File: src/rtl/reorder_buffer.sv
// Circular reorder buffer: in-order alloc/commit, out-of-order CDB capture.
// Optional macro ROB_CDB_BYPASS_EN forwards same-cycle CDB results to lookups.
module reorder_buffer #(
  parameter int DEPTH  = 8,
  parameter int XLEN   = 32,
  parameter int NCDB   = 6,
  parameter int AREG_W = 5,
  localparam int TAG_W = $clog2(DEPTH)
) (
  input  logic                   clk,
  input  logic                   rst,
  input  logic                   alloc_valid,
  input  logic [AREG_W-1:0]      alloc_rd,
  input  logic                   alloc_wen,
  output logic                   alloc_ready,
  output logic [TAG_W-1:0]       alloc_tag,
  input  logic [NCDB-1:0]        cdb_valid,
  input  logic [NCDB*TAG_W-1:0]  cdb_tag,
  input  logic [NCDB*XLEN-1:0]   cdb_data,
  input  logic [TAG_W-1:0]       lk0_tag,
  input  logic [TAG_W-1:0]       lk1_tag,
  output logic                   lk0_ready,
  output logic                   lk1_ready,
  output logic [XLEN-1:0]        lk0_data,
  output logic [XLEN-1:0]        lk1_data,
  output logic                   commit_valid,
  output logic                   commit_wen,
  output logic [AREG_W-1:0]      commit_idx,
  output logic [XLEN-1:0]        commit_data,
  input  logic                   flush,
  output logic [TAG_W:0]         count,
  output logic                   empty
);

  localparam logic [TAG_W:0]   FULL = (TAG_W+1)'(DEPTH);
  localparam logic [TAG_W-1:0] ONE  = TAG_W'(1);

  logic              r_valid [DEPTH];
  logic              r_done  [DEPTH];
  logic              r_wen   [DEPTH];
  logic [AREG_W-1:0] r_rd    [DEPTH];
  logic [XLEN-1:0]   r_data  [DEPTH];

  logic [TAG_W-1:0]  r_head;
  logic [TAG_W-1:0]  r_tail;
  logic [TAG_W:0]    r_count;

  logic              r_cvalid;
  logic              r_cwen;
  logic [AREG_W-1:0] r_cidx;
  logic [XLEN-1:0]   r_cdata;

  logic              w_cap      [DEPTH];
  logic [XLEN-1:0]   w_cap_data [DEPTH];
  logic              w_alloc_fire;
  logic              w_commit_fire;

  logic [TAG_W-1:0]  w_lk_tag [2];
  logic              w_lk_rdy [2];
  logic [XLEN-1:0]   w_lk_dat [2];

  assign alloc_ready   = (r_count != FULL);
  assign alloc_tag     = r_tail;
  assign w_alloc_fire  = alloc_valid & alloc_ready;
  assign w_commit_fire = r_valid[r_head] & r_done[r_head];
  assign count         = r_count;
  assign empty         = (r_count == '0);
  assign commit_valid  = r_cvalid;
  assign commit_wen    = r_cwen;
  assign commit_idx    = r_cidx;
  assign commit_data   = r_cdata;

  // Per-entry CDB hit; descending scan lets the lowest channel win
  always_comb begin
    for (int e = 0; e < DEPTH; e++) begin
      w_cap[e]      = 1'b0;
      w_cap_data[e] = '0;
      for (int i = NCDB - 1; i >= 0; i--) begin
        if (cdb_valid[i] &&
            cdb_tag[i*TAG_W +: TAG_W] == TAG_W'(e) &&
            r_valid[e] && !r_done[e]) begin
          w_cap[e]      = 1'b1;
          w_cap_data[e] = cdb_data[i*XLEN +: XLEN];
        end
      end
    end
  end

  assign w_lk_tag[0] = lk0_tag;
  assign w_lk_tag[1] = lk1_tag;
  assign lk0_ready   = w_lk_rdy[0];
  assign lk1_ready   = w_lk_rdy[1];
  assign lk0_data    = w_lk_dat[0];
  assign lk1_data    = w_lk_dat[1];

  // Rename lookups: stored done value, optionally same-cycle CDB
  always_comb begin
    for (int k = 0; k < 2; k++) begin
      w_lk_rdy[k] = 1'b0;
      w_lk_dat[k] = '0;
      if (r_valid[w_lk_tag[k]] && r_done[w_lk_tag[k]]) begin
        w_lk_rdy[k] = 1'b1;
        w_lk_dat[k] = r_data[w_lk_tag[k]];
      end
`ifdef ROB_CDB_BYPASS_EN
      else if (w_cap[w_lk_tag[k]]) begin
        w_lk_rdy[k] = 1'b1;
        w_lk_dat[k] = w_cap_data[w_lk_tag[k]];
      end
`endif
    end
  end

  // Entry state: capture, retire and allocate; flush drops everything
  always_ff @(posedge clk or posedge rst) begin
    if (rst) begin
      for (int e = 0; e < DEPTH; e++) begin
        r_valid[e] <= 1'b0;
        r_done[e]  <= 1'b0;
        r_wen[e]   <= 1'b0;
        r_rd[e]    <= '0;
        r_data[e]  <= '0;
      end
    end else if (flush) begin
      for (int e = 0; e < DEPTH; e++) begin
        r_valid[e] <= 1'b0;
      end
    end else begin
      for (int e = 0; e < DEPTH; e++) begin
        if (w_cap[e]) begin
          r_done[e] <= 1'b1;
          r_data[e] <= w_cap_data[e];
        end
      end
      if (w_commit_fire) begin
        r_valid[r_head] <= 1'b0;
      end
      if (w_alloc_fire) begin
        r_valid[r_tail] <= 1'b1;
        r_done[r_tail]  <= 1'b0;
        r_wen[r_tail]   <= alloc_wen;
        r_rd[r_tail]    <= alloc_rd;
      end
    end
  end

  // Pointers and occupancy
  always_ff @(posedge clk or posedge rst) begin
    if (rst) begin
      r_head  <= '0;
      r_tail  <= '0;
      r_count <= '0;
    end else if (flush) begin
      r_head  <= '0;
      r_tail  <= '0;
      r_count <= '0;
    end else begin
      if (w_commit_fire) r_head <= r_head + ONE;
      if (w_alloc_fire)  r_tail <= r_tail + ONE;
      unique case ({w_alloc_fire, w_commit_fire})
        2'b10:   r_count <= r_count + 1'b1;
        2'b01:   r_count <= r_count - 1'b1;
        default: r_count <= r_count;
      endcase
    end
  end

  // Registered commit bus toward the register file
  always_ff @(posedge clk or posedge rst) begin
    if (rst) begin
      r_cvalid <= 1'b0;
      r_cwen   <= 1'b0;
      r_cidx   <= '0;
      r_cdata  <= '0;
    end else if (flush) begin
      r_cvalid <= 1'b0;
      r_cwen   <= 1'b0;
    end else begin
      r_cvalid <= w_commit_fire;
      r_cwen   <= w_commit_fire & r_wen[r_head];
      if (w_commit_fire) begin
        r_cidx  <= r_rd[r_head];
        r_cdata <= r_data[r_head];
      end
    end
  end

endmodule

File: config.mk
export PLATFORM = sky130hd
export DESIGN_NAME = reorder_buffer
export DESIGN_NICKNAME = d
export VERILOG_FILES = /design/src/rtl/reorder_buffer.sv
export SDC_FILE = /design/constraint.sdc
export NUM_CORES = 2
export LEC_CHECK = 0
export ABC_AREA = 1
export CORE_ASPECT_RATIO = 1.1
export CORE_UTILIZATION = 30
export DETAILED_ROUTE_END_ITERATION = 10
export SETUP_SLACK_MARGIN = 0.05
export SLEW_MARGIN = 40
export SYNTH_ARGS = -nofsm -noshare
export SYNTH_HDL_FRONTEND = slang
export SYNTH_SLANG_ARGS = --single-unit
File: constraint.sdc
create_clock -name clk -period 16.1 [get_ports clk]
set_input_delay 3.22 -clock clk [delete_from_list [all_inputs] [get_ports clk]]
set_output_delay 3.22 -clock clk [all_outputs]
set_load 0.005 [all_outputs]
==> key figures <==
Cells and area
  • Area used by sequential logic in the layout: 9230 µm²
  • Filler cells: 14067
  • Number of nets in the layout: 7401
  • Fraction of the core area covered by cells at the end of the flow: 34.9%
  • Fraction of final layout cells sized beyond drive strength 1: 3.64%
  • Area taken by multi-input logic gates: 23800 µm²
  • Area overhead of the layout relative to synthesis: 15.2%

Clock tree
  • Number of buffers inserted by hold repair at cts: 0
  • Clock tree root driver cell: clkbuf_16
  • Cts bufs inserted: 37
  • Clock Latency Late Sink: 0.58 ns
  • Clock sink count: 369
  • H-tree levels: 2
  • Cells resized by post-CTS repair: 0
  • Clock-pin transition on the worst setup and hold timing paths: 0.07 ns
  • Clock tree from TritonCTS: built
  • Setup fix buffers added after clock tree synthesis: 0
  • Longest Clk Path Bufs: 3

Die
  • Std-Cell Rows: 137
  • Die Span X: 344 µm
  • Standard cell core area: 127000 µm²
  • Initial standard-cell utilization of the core: 30.3%
  • Die span in y: 378 µm
  • Number of I/O pins: 346
  • Full die area: 130000 µm²

GRT
  • Global-route wire length before repair: 297000 µm
  • Maximum number of pins on one net before global-route repair: 151
  • Total global-route track usage: 30.4%
  • Number of antenna violations at the first check in global routing: 25
  • Total overflow reported by the global router: 0
  • Number of global-route vias before repair: 42240

Critical path
  • Worst setup slack for register-to-register paths: 12.41 ns
  • Critical path fanouts, max: 33
  • Worst stage delay on the critical path: 0.47 ns
  • Critical path endpoint category: primary output
  • Crit start category: input port
  • Path depth of the worst reg2reg path: 11
  • Critical path type: input port to primary output
  • Required time of the critical path: 12.88 ns
  • Slowest stage cell on the critical path: clkdlybuf4s50_1
  • Crit path arrival time: 6.42 ns
  • Crit-path leading delay family: buffers and inverters
  • Timing startpoint of the critical path: lk1_tag[2]
  • Total stage count of the critical path: 8
  • Crit path buffers/inverters: 5
  • Reg-to-reg endpoint: r_data[25]$_DFFE_PP0P_
  • Crit path cell chain: clkdlybuf4s50_1 > buf_4 > clkinv_1 > buf_4 > or3_1 > nand2_4 > nor2_1 > clkdlybuf4s50_1
  • Worst r2r src: r_valid[0]$_DFF_PP0_

Place
  • Setup WS pre-CTS: 6.47 ns
  • Port buffer count: 345
  • Detailed placer's ending HPWL: 143000 µm
  • Routability cong.: 1.01

Detailed routing
  • DRC violation count after routing: 0
  • Remaining number of nets flagged by the antenna check after routing: 0
  • Total number of vias: 48386
  • Initial DRC count: 7250
  • First-pass detailed-route iteration total: 6
  • Routed wire per std cell: 23.1 µm
  • Via count normalized by instance count: 5.46
  • Final Routed Wirelength: 205000 µm

Timing
  • Slew at the pin with the worst max-slew slack: 0.965 ns
  • Final Worst Setup Slack: 6.46 ns
  • Maximum clock frequency: 0.104 GHz
  • Setup repair after global routing missed its margin: no
  • Tcrit/Tclk final: 59.9%
  • Final-layout setup total negative slack: 0 ns
  • Shortest clock period the worst path allows after layout: 9.64 ns
  • Total count of hold-check failures in the final report: 0
  • Setup Skew: 0.0280 ns
  • Max Transition Viols Final: 0
  • Worst relative slew slack: 35.7%
  • Final setup violating endpoints: 0

Status
  • Status: finished, final reports clean

Run
  • Maxcap violations: 0

Yosys
  • Combined area of all synthesized cells: 38600 µm²
  • Count of cell types in the netlist: 45
  • Yosys warning total: 0
  • Synthesized net count: 7454
  • Total of flip-flops plus latches after synthesis: 369
  • Share of the yosys chip area belonging to registers: 23.9%
  • Per-instance average area after synthesis: 5.35 µm²
  • Number of enable-type register cells in the synthesized netlist: 0
  • Dominant synthesized flop cell: dfrtp_1
  • Share of synthesized registers carrying an async set or reset: 100%
  • Synthesized netlist cell count: 7217

Hold path
  • Hold_sp: commit_data[2]$_DFFE_PP0P_
  • Worst-case hold path end point: commit_data[2]$_DFFE_PP0P_
  • Cells on Worst Hold Path: 2
  • HP Class: flop to flop

Power
  • Design Power: 2730 µW
  • IR Drop Worst-Case VDD: 0.0635 mV
  • Leakage power total: 0.0226 µW
  • Power density cells: 61.4 nW/µm²
==> worst max path at each step <==
stage	to
finish	lk1_data[28]
global route	lk1_data[28]
CTS	lk1_data[28]
detailed placement	lk1_data[28]
global placement	lk1_data[30]
floorplan	alloc_tag[0]$_DFFE_PP0P_
==> tightest hold or removal path: stages (launching register included) <==
cell     delay, ns
dfrtp_1       0.35
nand2_1       0.05
nand2_1       0.05
==> stage by stage <==
step	hold slack [ns]	cells	instance area (µm²)
floorplan	0.446	7217	38600
global placement	0.463	8785	42800
detailed placement	0.465	8791	43000
finish	0.480	8866	44500
global route	0.503	8863	44500
CTS	0.484	8857	44400
==> area by class of cell <==
| cell class | count | area share (%) |
|---|---|---|
| diodes | 7 | 0.0394 |
| clock buffers | 47 | 2.25 |
| clock inverters | 19 | 0.852 |
| inverters | 966 | 8.19 |
| multi-input cells | 5352 | 53.6 |
| flip-flops and latches | 369 | 20.7 |
| well taps | 1668 | 4.69 |
| repair buffers | 438 | 9.68 |
==> synth_stat cells, types with 7 or more instances <==
cell type  count  share of area [%]
a22oi_1       37               0.72
buf_4          8               0.16
a21boi_1       7               0.14
o22ai_1       58               0.94
dfrtp_1      369                 24
buf_1         59               0.57
nor2_2        26               0.42
nor2_1       834                8.1
o21ai_0     1047                 14
nand2_2        8               0.13
clkbuf_2      14               0.18
a21oi_1      370                4.8
clkbuf_1     326                3.2
o21ai_1       14               0.18
nand2_1     2335                 23
buf_2        117                1.5
inv_1        944                9.2
inv_2         15               0.15
o2111ai_1      8               0.18
nor3_1        10               0.13
o211ai_1      50               0.97
o21a_1        14               0.27
nand3_1      429                5.6
nand4_1       29               0.47
o21bai_1      34               0.66
clkinv_1       7              0.068
==> sequential cells by signal, indices dropped and copies added, names as in the netlist <==
name,cells
r_done,8
r_wen,8
count,4
alloc_tag,3
commit_valid,1
r_data,256
r_rd,40
commit_data,32
commit_wen,1
commit_idx,5
r_valid,8
r_head,3
==> layout by cell type, fill, tap and decap left out, types with 7 or more instances in the layout <==
master / n
o211ai_1: 50
a21oi_1: 370
nor3_1: 10
nand2_2: 11
a21boi_1: 7
o2111ai_1: 8
clkbuf_16: 37
clkinv_1: 7
buf_6: 12
nand2_4: 7
inv_1: 936
o21ai_0: 1047
a22oi_1: 37
bufinv_16: 9
nor2_1: 829
inv_2: 16
clkdlybuf4s50_1: 342
nor2_4: 10
diode_2: 7
o22ai_1: 58
nand4_1: 29
buf_4: 73
nand2_1: 2325
o21ai_1: 9
dfrtp_1: 369
nand3_1: 415
o21bai_1: 34
o21a_1: 14
nor2_2: 26
nand3_2: 10
==> kinds of logic (layout without fill, tap and decap cells) <==
kind of cell	count (synthesis)	after routing	share of synthesized area [%]
AND/OR/NAND/NOR	3693	3693	38.0
other	0	7	0
adder cells (fa/ha/maj)	5	5	0.181
buffers and inverters	1496	1470	15.1
flip-flops	369	369	23.9
AO/OA/AOI/OAI	1652	1652	22.7
XOR/XNOR	2	2	0.0453
==> routing by layer <==
layer	GRT usage, %	vias to the layer above	share of wire, %
met3	8.98	520	14
met4	12.0	30	4.6
met5	0	-	0.090
met2	41.1	3460	38
met1	44.2	21869	43
li1	-	22507	-
==> power breakdown <==
part	switching (µW)	total (µW)	internal [µW]
combinational	426	664	238
sequential	63.8	1070	1000
clock	410	1000	594
total	900	2730	1830
Power figures use the tool's default switching activity.
